### src/rtl/mem_request_unit.sv
// rtl/mem_request_unit.sv - cache miss initiator: optional dirty-line writeback, then optional line refill
// Optional per-phase wait timeout with error response: define MEM_REQ_TIMEOUT_EN.
module mem_request_unit #(
  parameter int ADDRESS_SIZE    = 12,
  parameter int CACHE_LINE_SIZE = 128,
  parameter int TIMEOUT_CYCLES  = 64
) (
  input  logic                       clk,
  input  logic                       rst,
  input  logic                       req_valid,
  output logic                       req_ready,
  input  logic                       req_writeback,
  input  logic                       req_fill,
  input  logic [ADDRESS_SIZE-1:0]    req_wb_addr,
  input  logic [CACHE_LINE_SIZE-1:0] req_wb_data,
  input  logic [ADDRESS_SIZE-1:0]    req_fill_addr,
  output logic                       resp_valid,
  output logic [CACHE_LINE_SIZE-1:0] resp_data,
  output logic                       resp_error,
  output logic                       mem_write_enable,
  output logic                       mem_read_enable,
  output logic [ADDRESS_SIZE-1:0]    mem_address,
  output logic [CACHE_LINE_SIZE-1:0] mem_data_in,
  input  logic [CACHE_LINE_SIZE-1:0] mem_data_out,
  input  logic                       mem_data_ready
);

  localparam int OFFSET_BITS = $clog2(CACHE_LINE_SIZE / 8);
  localparam logic [ADDRESS_SIZE-1:0] LINE_MASK = ~(ADDRESS_SIZE'((1 << OFFSET_BITS) - 1));

  typedef enum logic [1:0] {S_IDLE, S_WB, S_RD, S_RESP} state_t;

  state_t                     state_q, state_d;
  logic                       fill_q, fill_d;
  logic [ADDRESS_SIZE-1:0]    fill_addr_q, fill_addr_d;
  logic                       mem_we_q, mem_we_d;
  logic                       mem_re_q, mem_re_d;
  logic [ADDRESS_SIZE-1:0]    mem_addr_q, mem_addr_d;
  logic [CACHE_LINE_SIZE-1:0] mem_wdata_q, mem_wdata_d;
  logic [CACHE_LINE_SIZE-1:0] resp_data_q, resp_data_d;
  logic                       resp_valid_q, resp_valid_d;
  logic                       phase_timeout;

`ifdef MEM_REQ_TIMEOUT_EN
  localparam int CNT_W = $clog2(TIMEOUT_CYCLES + 1);
  logic [CNT_W-1:0] wait_cnt_q, wait_cnt_d;
  logic             resp_error_q, resp_error_d;
`else
  logic             unused_timeout;
  assign unused_timeout = (TIMEOUT_CYCLES > 0);
`endif

  always_comb begin
    state_d      = state_q;
    fill_d       = fill_q;
    fill_addr_d  = fill_addr_q;
    mem_we_d     = mem_we_q;
    mem_re_d     = mem_re_q;
    mem_addr_d   = mem_addr_q;
    mem_wdata_d  = mem_wdata_q;
    resp_data_d  = resp_data_q;
    resp_valid_d = 1'b0;
`ifdef MEM_REQ_TIMEOUT_EN
    phase_timeout = (wait_cnt_q == CNT_W'(TIMEOUT_CYCLES - 1)) && !mem_data_ready;
`else
    phase_timeout = 1'b0;
`endif

    case (state_q)
      S_IDLE: begin
        if (req_valid) begin
          fill_d      = req_fill;
          fill_addr_d = req_fill_addr & LINE_MASK;
          if (req_writeback) begin
            state_d     = S_WB;
            mem_we_d    = 1'b1;
            mem_addr_d  = req_wb_addr & LINE_MASK;
            mem_wdata_d = req_wb_data;
          end else if (req_fill) begin
            state_d    = S_RD;
            mem_re_d   = 1'b1;
            mem_addr_d = req_fill_addr & LINE_MASK;
          end else begin
            state_d      = S_RESP;
            resp_valid_d = 1'b1;
          end
        end
      end
      S_WB: begin
        // Write acknowledge hands straight over to the read: no idle cycle between phases.
        if (mem_data_ready && fill_q) begin
          state_d    = S_RD;
          mem_we_d   = 1'b0;
          mem_re_d   = 1'b1;
          mem_addr_d = fill_addr_q;
        end else if (mem_data_ready || phase_timeout) begin
          state_d      = S_RESP;
          mem_we_d     = 1'b0;
          resp_valid_d = 1'b1;
        end
      end
      S_RD: begin
        if (mem_data_ready) begin
          state_d      = S_RESP;
          mem_re_d     = 1'b0;
          resp_data_d  = mem_data_out;
          resp_valid_d = 1'b1;
        end else if (phase_timeout) begin
          state_d      = S_RESP;
          mem_re_d     = 1'b0;
          resp_valid_d = 1'b1;
        end
      end
      S_RESP:  state_d = S_IDLE;
      default: state_d = S_IDLE;
    endcase

`ifdef MEM_REQ_TIMEOUT_EN
    resp_error_d = phase_timeout && (state_q == S_WB || state_q == S_RD);
    if (state_d != state_q)
      wait_cnt_d = '0;
    else if ((state_q == S_WB || state_q == S_RD) && !mem_data_ready)
      wait_cnt_d = wait_cnt_q + CNT_W'(1);
    else
      wait_cnt_d = wait_cnt_q;
`endif
  end

  always_ff @(posedge clk) begin
    if (rst) begin
      state_q      <= S_IDLE;
      fill_q       <= 1'b0;
      fill_addr_q  <= '0;
      mem_we_q     <= 1'b0;
      mem_re_q     <= 1'b0;
      mem_addr_q   <= '0;
      mem_wdata_q  <= '0;
      resp_data_q  <= '0;
      resp_valid_q <= 1'b0;
`ifdef MEM_REQ_TIMEOUT_EN
      wait_cnt_q   <= '0;
      resp_error_q <= 1'b0;
`endif
    end else begin
      state_q      <= state_d;
      fill_q       <= fill_d;
      fill_addr_q  <= fill_addr_d;
      mem_we_q     <= mem_we_d;
      mem_re_q     <= mem_re_d;
      mem_addr_q   <= mem_addr_d;
      mem_wdata_q  <= mem_wdata_d;
      resp_data_q  <= resp_data_d;
      resp_valid_q <= resp_valid_d;
`ifdef MEM_REQ_TIMEOUT_EN
      wait_cnt_q   <= wait_cnt_d;
      resp_error_q <= resp_error_d;
`endif
    end
  end

  assign req_ready        = (state_q == S_IDLE);
  assign resp_valid       = resp_valid_q;
  assign resp_data        = resp_data_q;
  assign mem_write_enable = mem_we_q;
  assign mem_read_enable  = mem_re_q;
  assign mem_address      = mem_addr_q;
  assign mem_data_in      = mem_wdata_q;
`ifdef MEM_REQ_TIMEOUT_EN
  assign resp_error       = resp_error_q;
`else
  assign resp_error       = 1'b0;
`endif

endmodule

### config.mk
export PLATFORM = sky130hd
export DESIGN_NAME = mem_request_unit
export DESIGN_NICKNAME = d
export VERILOG_FILES = /design/src/rtl/mem_request_unit.sv
export SDC_FILE = /design/constraint.sdc
export NUM_CORES = 1
export LEC_CHECK = 0
export CAP_MARGIN = 0
export CORE_AREA = 2 2 216 218
export DETAILED_ROUTE_END_ITERATION = 6
export DIE_AREA = 0 0 218 220
export HOLD_SLACK_MARGIN = 0.08
export REMOVE_ABC_BUFFERS = 1
export SYNTH_ARGS = -nofsm -noshare
export SYNTH_HDL_FRONTEND = slang
export SYNTH_SLANG_ARGS = --single-unit
### constraint.sdc
create_clock -name clk -period 1.14 [get_ports clk]
set_input_delay 0.114 -clock clk [delete_from_list [all_inputs] [get_ports clk]]
set_output_delay 0.114 -clock clk [all_outputs]
set_load 0.01 [all_outputs]
# Word-level counts from Yosys, hierarchy flattened
# Index checks and enable logic that the tools add are counted.
word_totals:
  regBits: 282
  out_inout_bits: 273
  elab_cells: 57
op_classes:
  eq_ne: 11
  n_mux: 27
  reduce_logical: 10
op_table:
  columns: ["cell", "n"]
  rows:
  - ["$mux W12", 4]
  - ["$pmux W12 S2", 1]
  - ["$mux W1", 14]
  - ["$mux W2", 4]
  - ["$ne A2 B2 Y1 const B", 4]
  - ["$pmux W2 S4", 1]
  - ["$reduce_and A4 Y1", 2]
  - ["$pmux W1 S3", 2]
  - ["$reduce_and A6 Y1", 1]
  - ["$eq A2 B2 Y1 const B", 2]
  - ["$ne A2 B1 Y1 const B", 2]
  - ["$reduce_and A2 Y1", 2]
  - ["$ne A3 B1 Y1 const B", 1]
  - ["$ne A3 B3 Y1 const B", 1]
  - ["$reduce_and A3 Y1", 1]
  - ["$reduce_bool A3 Y1", 1]
  - ["$eq A2 B1 Y1 const B", 1]
  - ["$logic_not A2 Y1", 1]
  - ["$pmux W1 S2", 1]
  - ["$reduce_bool A2 Y1", 1]
  - ["$logic_and A1 B1 Y1", 1]

# Logic depth before layout (Yosys ltp)
logic_depth:
  ltp_word: 4
  ltp_mapped: 6
  ltp_nobuf: 3

# Worst setup path before layout
# Ideal clock, no wire load.
synth_path:
  path_type: "flip-flop to flip-flop"
  start: "register state_q[0]"
  end: "register mem_re_q, in the netlist mem_read_enable"
  arrival_time_ps: 1177
  required_ps: 1082
  slack_ps: -95
  path_stages_with_launch: 5
  n_path_buf: 1
  synth_period_minus_slack_ps: 1235
  path_cell_list: "dfxtp_1 > buf_6 > or3b_1 > a211oi_1 > o21a_1"
synth_via:
  elab_chain_len: 3
  word_cells_on_any_way: 11
  classes_between: "eq/ne: 7; mux: 1; reduce/logical: 3"
synth_rtl:
  columns: ["element", "line", "rtl"]
  rows:
  - ["start, declared", "33", "state_t state_q, state_d;"]
  - ["start signal, assigned", "145", "state_q <= state_d;"]
  - ["$eq A2 B1 Y1 (tied with other cells)", "69", "case (state_q)"]
  - ["$ne A2 B2 Y1 (no source line) (tied with other cells)", null, null]
  - ["$reduce_and A6 Y1 (no source line)", null, null]
  - ["end signal, assigned", "149", "mem_re_q <= mem_re_d;"]
  - ["end, declared", "37", "logic mem_re_q, mem_re_d;"]
# Parallel ways exist; a longest one is shown, timed or not.
# A chain may end at the register's enable or synchronous reset.

# Worst setup path in the final report
layout_path:
  start: "register state_q[0]"
  end: "register resp_data_q[0], in the netlist resp_data[0]"
layout_via:
  elab_chain_len: 2
layout_rtl:
  columns: ["element", "line", "rtl"]
  rows:
  - ["$eq A2 B2 Y1", "69", null]
  - ["$reduce_and A2 Y1 (no source line)", null, null]
  - ["end signal, assigned", "152", "resp_data_q <= resp_data_d;"]
  - ["end, declared", "40", "logic [CACHE_LINE_SIZE-1:0] resp_data_q, resp_data_d;"]
# No other way between the ends.

==> impl_metrics.tcl <==
set metrics [dict create \
    die_area_mm2 0.0480 \
    yosysSeqAreaShare_pct 55.4 \
    synth_compound_area_share_pct 14.3 \
    nNetsFinal 2128 \
    slew_viol_final 0 \
    p_sw_w 0.00664 \
    p_leak_nw 7.43 \
    endpoint_kind "flop" \
    drc 0 \
    drive_above_1_share_pct 38.5 \
    cp.arrival_ns 1.85 \
    syn_area_mm2 0.0100 \
    io_buffers 545 \
    p_comb_share_pct 17.6 \
    cts-buffers-inserted 35 \
    critPathLaunchType "flop" \
    grt_pass1_wl_mm 57.7 \
    drt-pass1-iter-count 5 \
    drv_cap 0 \
    ir_drop_mv 0.801 \
    setup_slack_ns -0.253 \
    rsz0062_at_grt "true" \
    cts.sinks 278 \
    cts_tree "built" \
    vias 10700 \
    synth-edff-count 0 \
    synth_simple_gate_area_share_pct 21.7 \
    run_status "finished, violations left" \
    dieWidth_um 218 \
    violations "negative setup slack" \
    stdcell_count 2471 \
    worstSetupPathType "flop to flop" \
    synth.largest_area_cell "dfxtp_1" \
    placedCellCount 2397 \
    clkTransAtPathRegs_ns 0.06 \
    pwr-share-seq_pct 40.7 \
    synth_mux_area_share_pct 2.49 \
    clock_skew_ns 0.0108 \
    place_congestion 0.823 \
    area_growth_syn_to_layout_pct 80.6 \
    antennaDiodeCount 0 \
    hold_violations 0 \
    cp_data_required_time_ns 1.59 \
    ys_top_cells_by_count "nand2_1 (513), dfxtp_1 (278), a21oi_1 (258), buf_2 (34), clkbuf_1 (29)" \
    io_pins 559 \
    internal-power_w 0.0194 \
    clk-insertion-delay-late_ns 0.52 \
    synth-xor-area-share_pct 0 \
    fp-row-count 79 \
    ant_nets 0 \
    routedWlPerCell_um 16.4 \
    start_util_pct 21.9 \
    clock_path_buffers 3 \
    grt_usage_pct 15.4 \
    grt_max_degree 31 \
    swShare_pct 25.5 \
    antenna_found_initial 0 \
    yosysWarningCount 0 \
    synthAdderAreaFrac_pct 0 \
    hold_path.class "input pin to flop" \
    synth_area_leaders "dfxtp_1 (55%), nand2_1 (19%), a21oi_1 (13%)" \
    yosysMostFrequentCell "nand2_1" \
    fmaxAchievable_mhz 718 \
    synth_ff_type "dfxtp_1" \
    synth.top_cell.area_share_pct 55.4 \
    core_mm2 0.0459 \
    wirelength_mm 40.4 \
    grt_pass1_vias 10400 \
    power_density_mw_per_mm2 1430 \
    cts_htree_levels 2 \
    vias_per_cell 4.33 \
    synth_top_family_by_area "simple AND/OR/NAND/NOR gates" \
    critPathMaxFanout 12 \
    setup_viol 277 \
    finalPower_w 0.0260 \
    postSynthAreaPerCell_um2 8.12 \
    root_buffer "clkbuf_16" \
    dpl.hpwl_mm 29.1 \
    dieHeight_um 220 \
    postSynthCellCount 1237 \
    overflow 0 \
    fillers 4676 \
    period_minus_slack_ns 1.39 \
    min_period_over_period_pct 122 \
    synth_cell_types 31 \
    async_flop_share_pct 0 \
    final_core_util_pct 39.6 \
    drt_iter0_drc 602 \
    ys_ff_latch 278 \
    power_frac_clock_pct 41.7 \
    dp_slack_ns -0.493 \
]
## critical path, stage by stage (launching register included)
cell and delay [ns]:
dfxtp_4 0.37, and3b_4 0.40, clkbuf_16 0.20, buf_12 0.14, nand2_1 0.07, a21oi_2 0.13
## logic make-up (layout without fill, tap and decap cells)
kind of cell,after synthesis,in the layout
simple gates,554,554
buf+inv,103,726
compound gates,276,276
other cells,1,5
flops,278,278
mux,25,25
## layout by cell type, fill, tap and decap left out, drive strengths merged
cell type | synthesis | routed
a211o | 9 | 9
nand2b | 11 | 11
a21oi | 258 | 258
nand2 | 513 | 513
nand3 | 1 | 1
nor2b | 1 | 1
inv | 2 | 3
buf | 72 | 383
o2111ai | 1 | 1
bufinv | 0 | 1
clkbuf | 29 | 57
mux2i | 25 | 25
nand4bb | 1 | 1
a211oi | 1 | 1
and3b | 1 | 1
clkinv | 0 | 3
a221oi | 2 | 2
nand3b | 1 | 1
and4bb | 1 | 1
clkinvlp | 0 | 2
dfxtp | 278 | 278
clkdlybuf4s50 | 0 | 276
nor3 | 1 | 1
nor3b | 9 | 9
o21ai | 2 | 2
dlygate4sd3 | 0 | 1
a31oi | 1 | 1
a21boi | 1 | 1
o21a | 1 | 1
or3b | 1 | 1
nor2 | 13 | 13
conb | 1 | 5
## layout make-up
cell class	count	area (um2)	area share [%]
Tap cell	607	759	4.19
Sequential cell	278	5760	31.7
Timing Repair Buffer	665	6040	33.3
Clock inverter	7	68.8	0.379
Clock buffer	52	1050	5.80
Inverter	2	7.51	0.0414
Multi-Input combinational cell	860	4460	24.6
## final timing paths
| path | from | end | slack, ns | depth (start not counted) |
|---|---|---|---|---|
| hold / removal | req_wb_data[96] | mem_data_in[96] | 0.13 | 3 |
| setup reg to reg | state_q[0] | resp_data[0] | -0.25 | 5 |
| setup / recovery | state_q[0] | resp_data[0] | -0.25 | 5 |
| hold reg to reg | mem_data_in[47] | mem_data_in[47] | 0.45 | 2 |
## routing by layer
| layer | track usage (%) | up-vias | share of wire, % |
|---|---|---|---|
| met5 | 0 | - | 0 |
| met4 | 7.41 | 0 | 3.9 |
| met3 | 3.70 | 92 | 6.4 |
| met2 | 26.9 | 367 | 49 |
| met1 | 17.7 | 5025 | 40 |
| li1 | - | 5216 | - |
## per-stage QoR
step	hold slack [ns]	area, um2	TNS (ns)
2_1_floorplan	0.183	9460	-666.77
3_3_place_gp	0.439	16700	-112.71
3_5_place_dp	0.445	16700	-116.47
4_1_cts	0.0861	17500	-56.81
5_1_grt	0.110	18100	-71.68
6_report	0.126	18100	-54.56
## flip-flops by register name (all words and copies together) (netlist names)
register	cells
resp_valid	1
state_q	2
mem_read_enable	1
mem_write_enable	1
resp_data	128
fill_q	1
mem_address	8
fill_addr_q	8
mem_data_in	128
## power by group through the flow
| stage | Combinational, W | Sequential, W | Clock [W] |
|---|---|---|---|
| final | 0.00458 | 0.0106 | 0.0108 |
| after global routing | 0.00492 | 0.0107 | 0.0116 |
| after CTS | 0.00431 | 0.0106 | 0.0112 |
| after detailed placement | 0.00438 | 0.0107 | 0 |
| after global placement | 0.00434 | 0.0107 | 0 |
| after floorplan | 0.00109 | 0.0110 | 0 |
## what timing repair did
item,CTS,global route
endpoints found under the setup margin,545,344
hold endpoints to repair,9,0
buffers inserted,6,1
pin swaps,4,43
resized for setup,1371,152
cloned,3,4
hold buffers,1,0
Power figures use the tool's default switching activity.
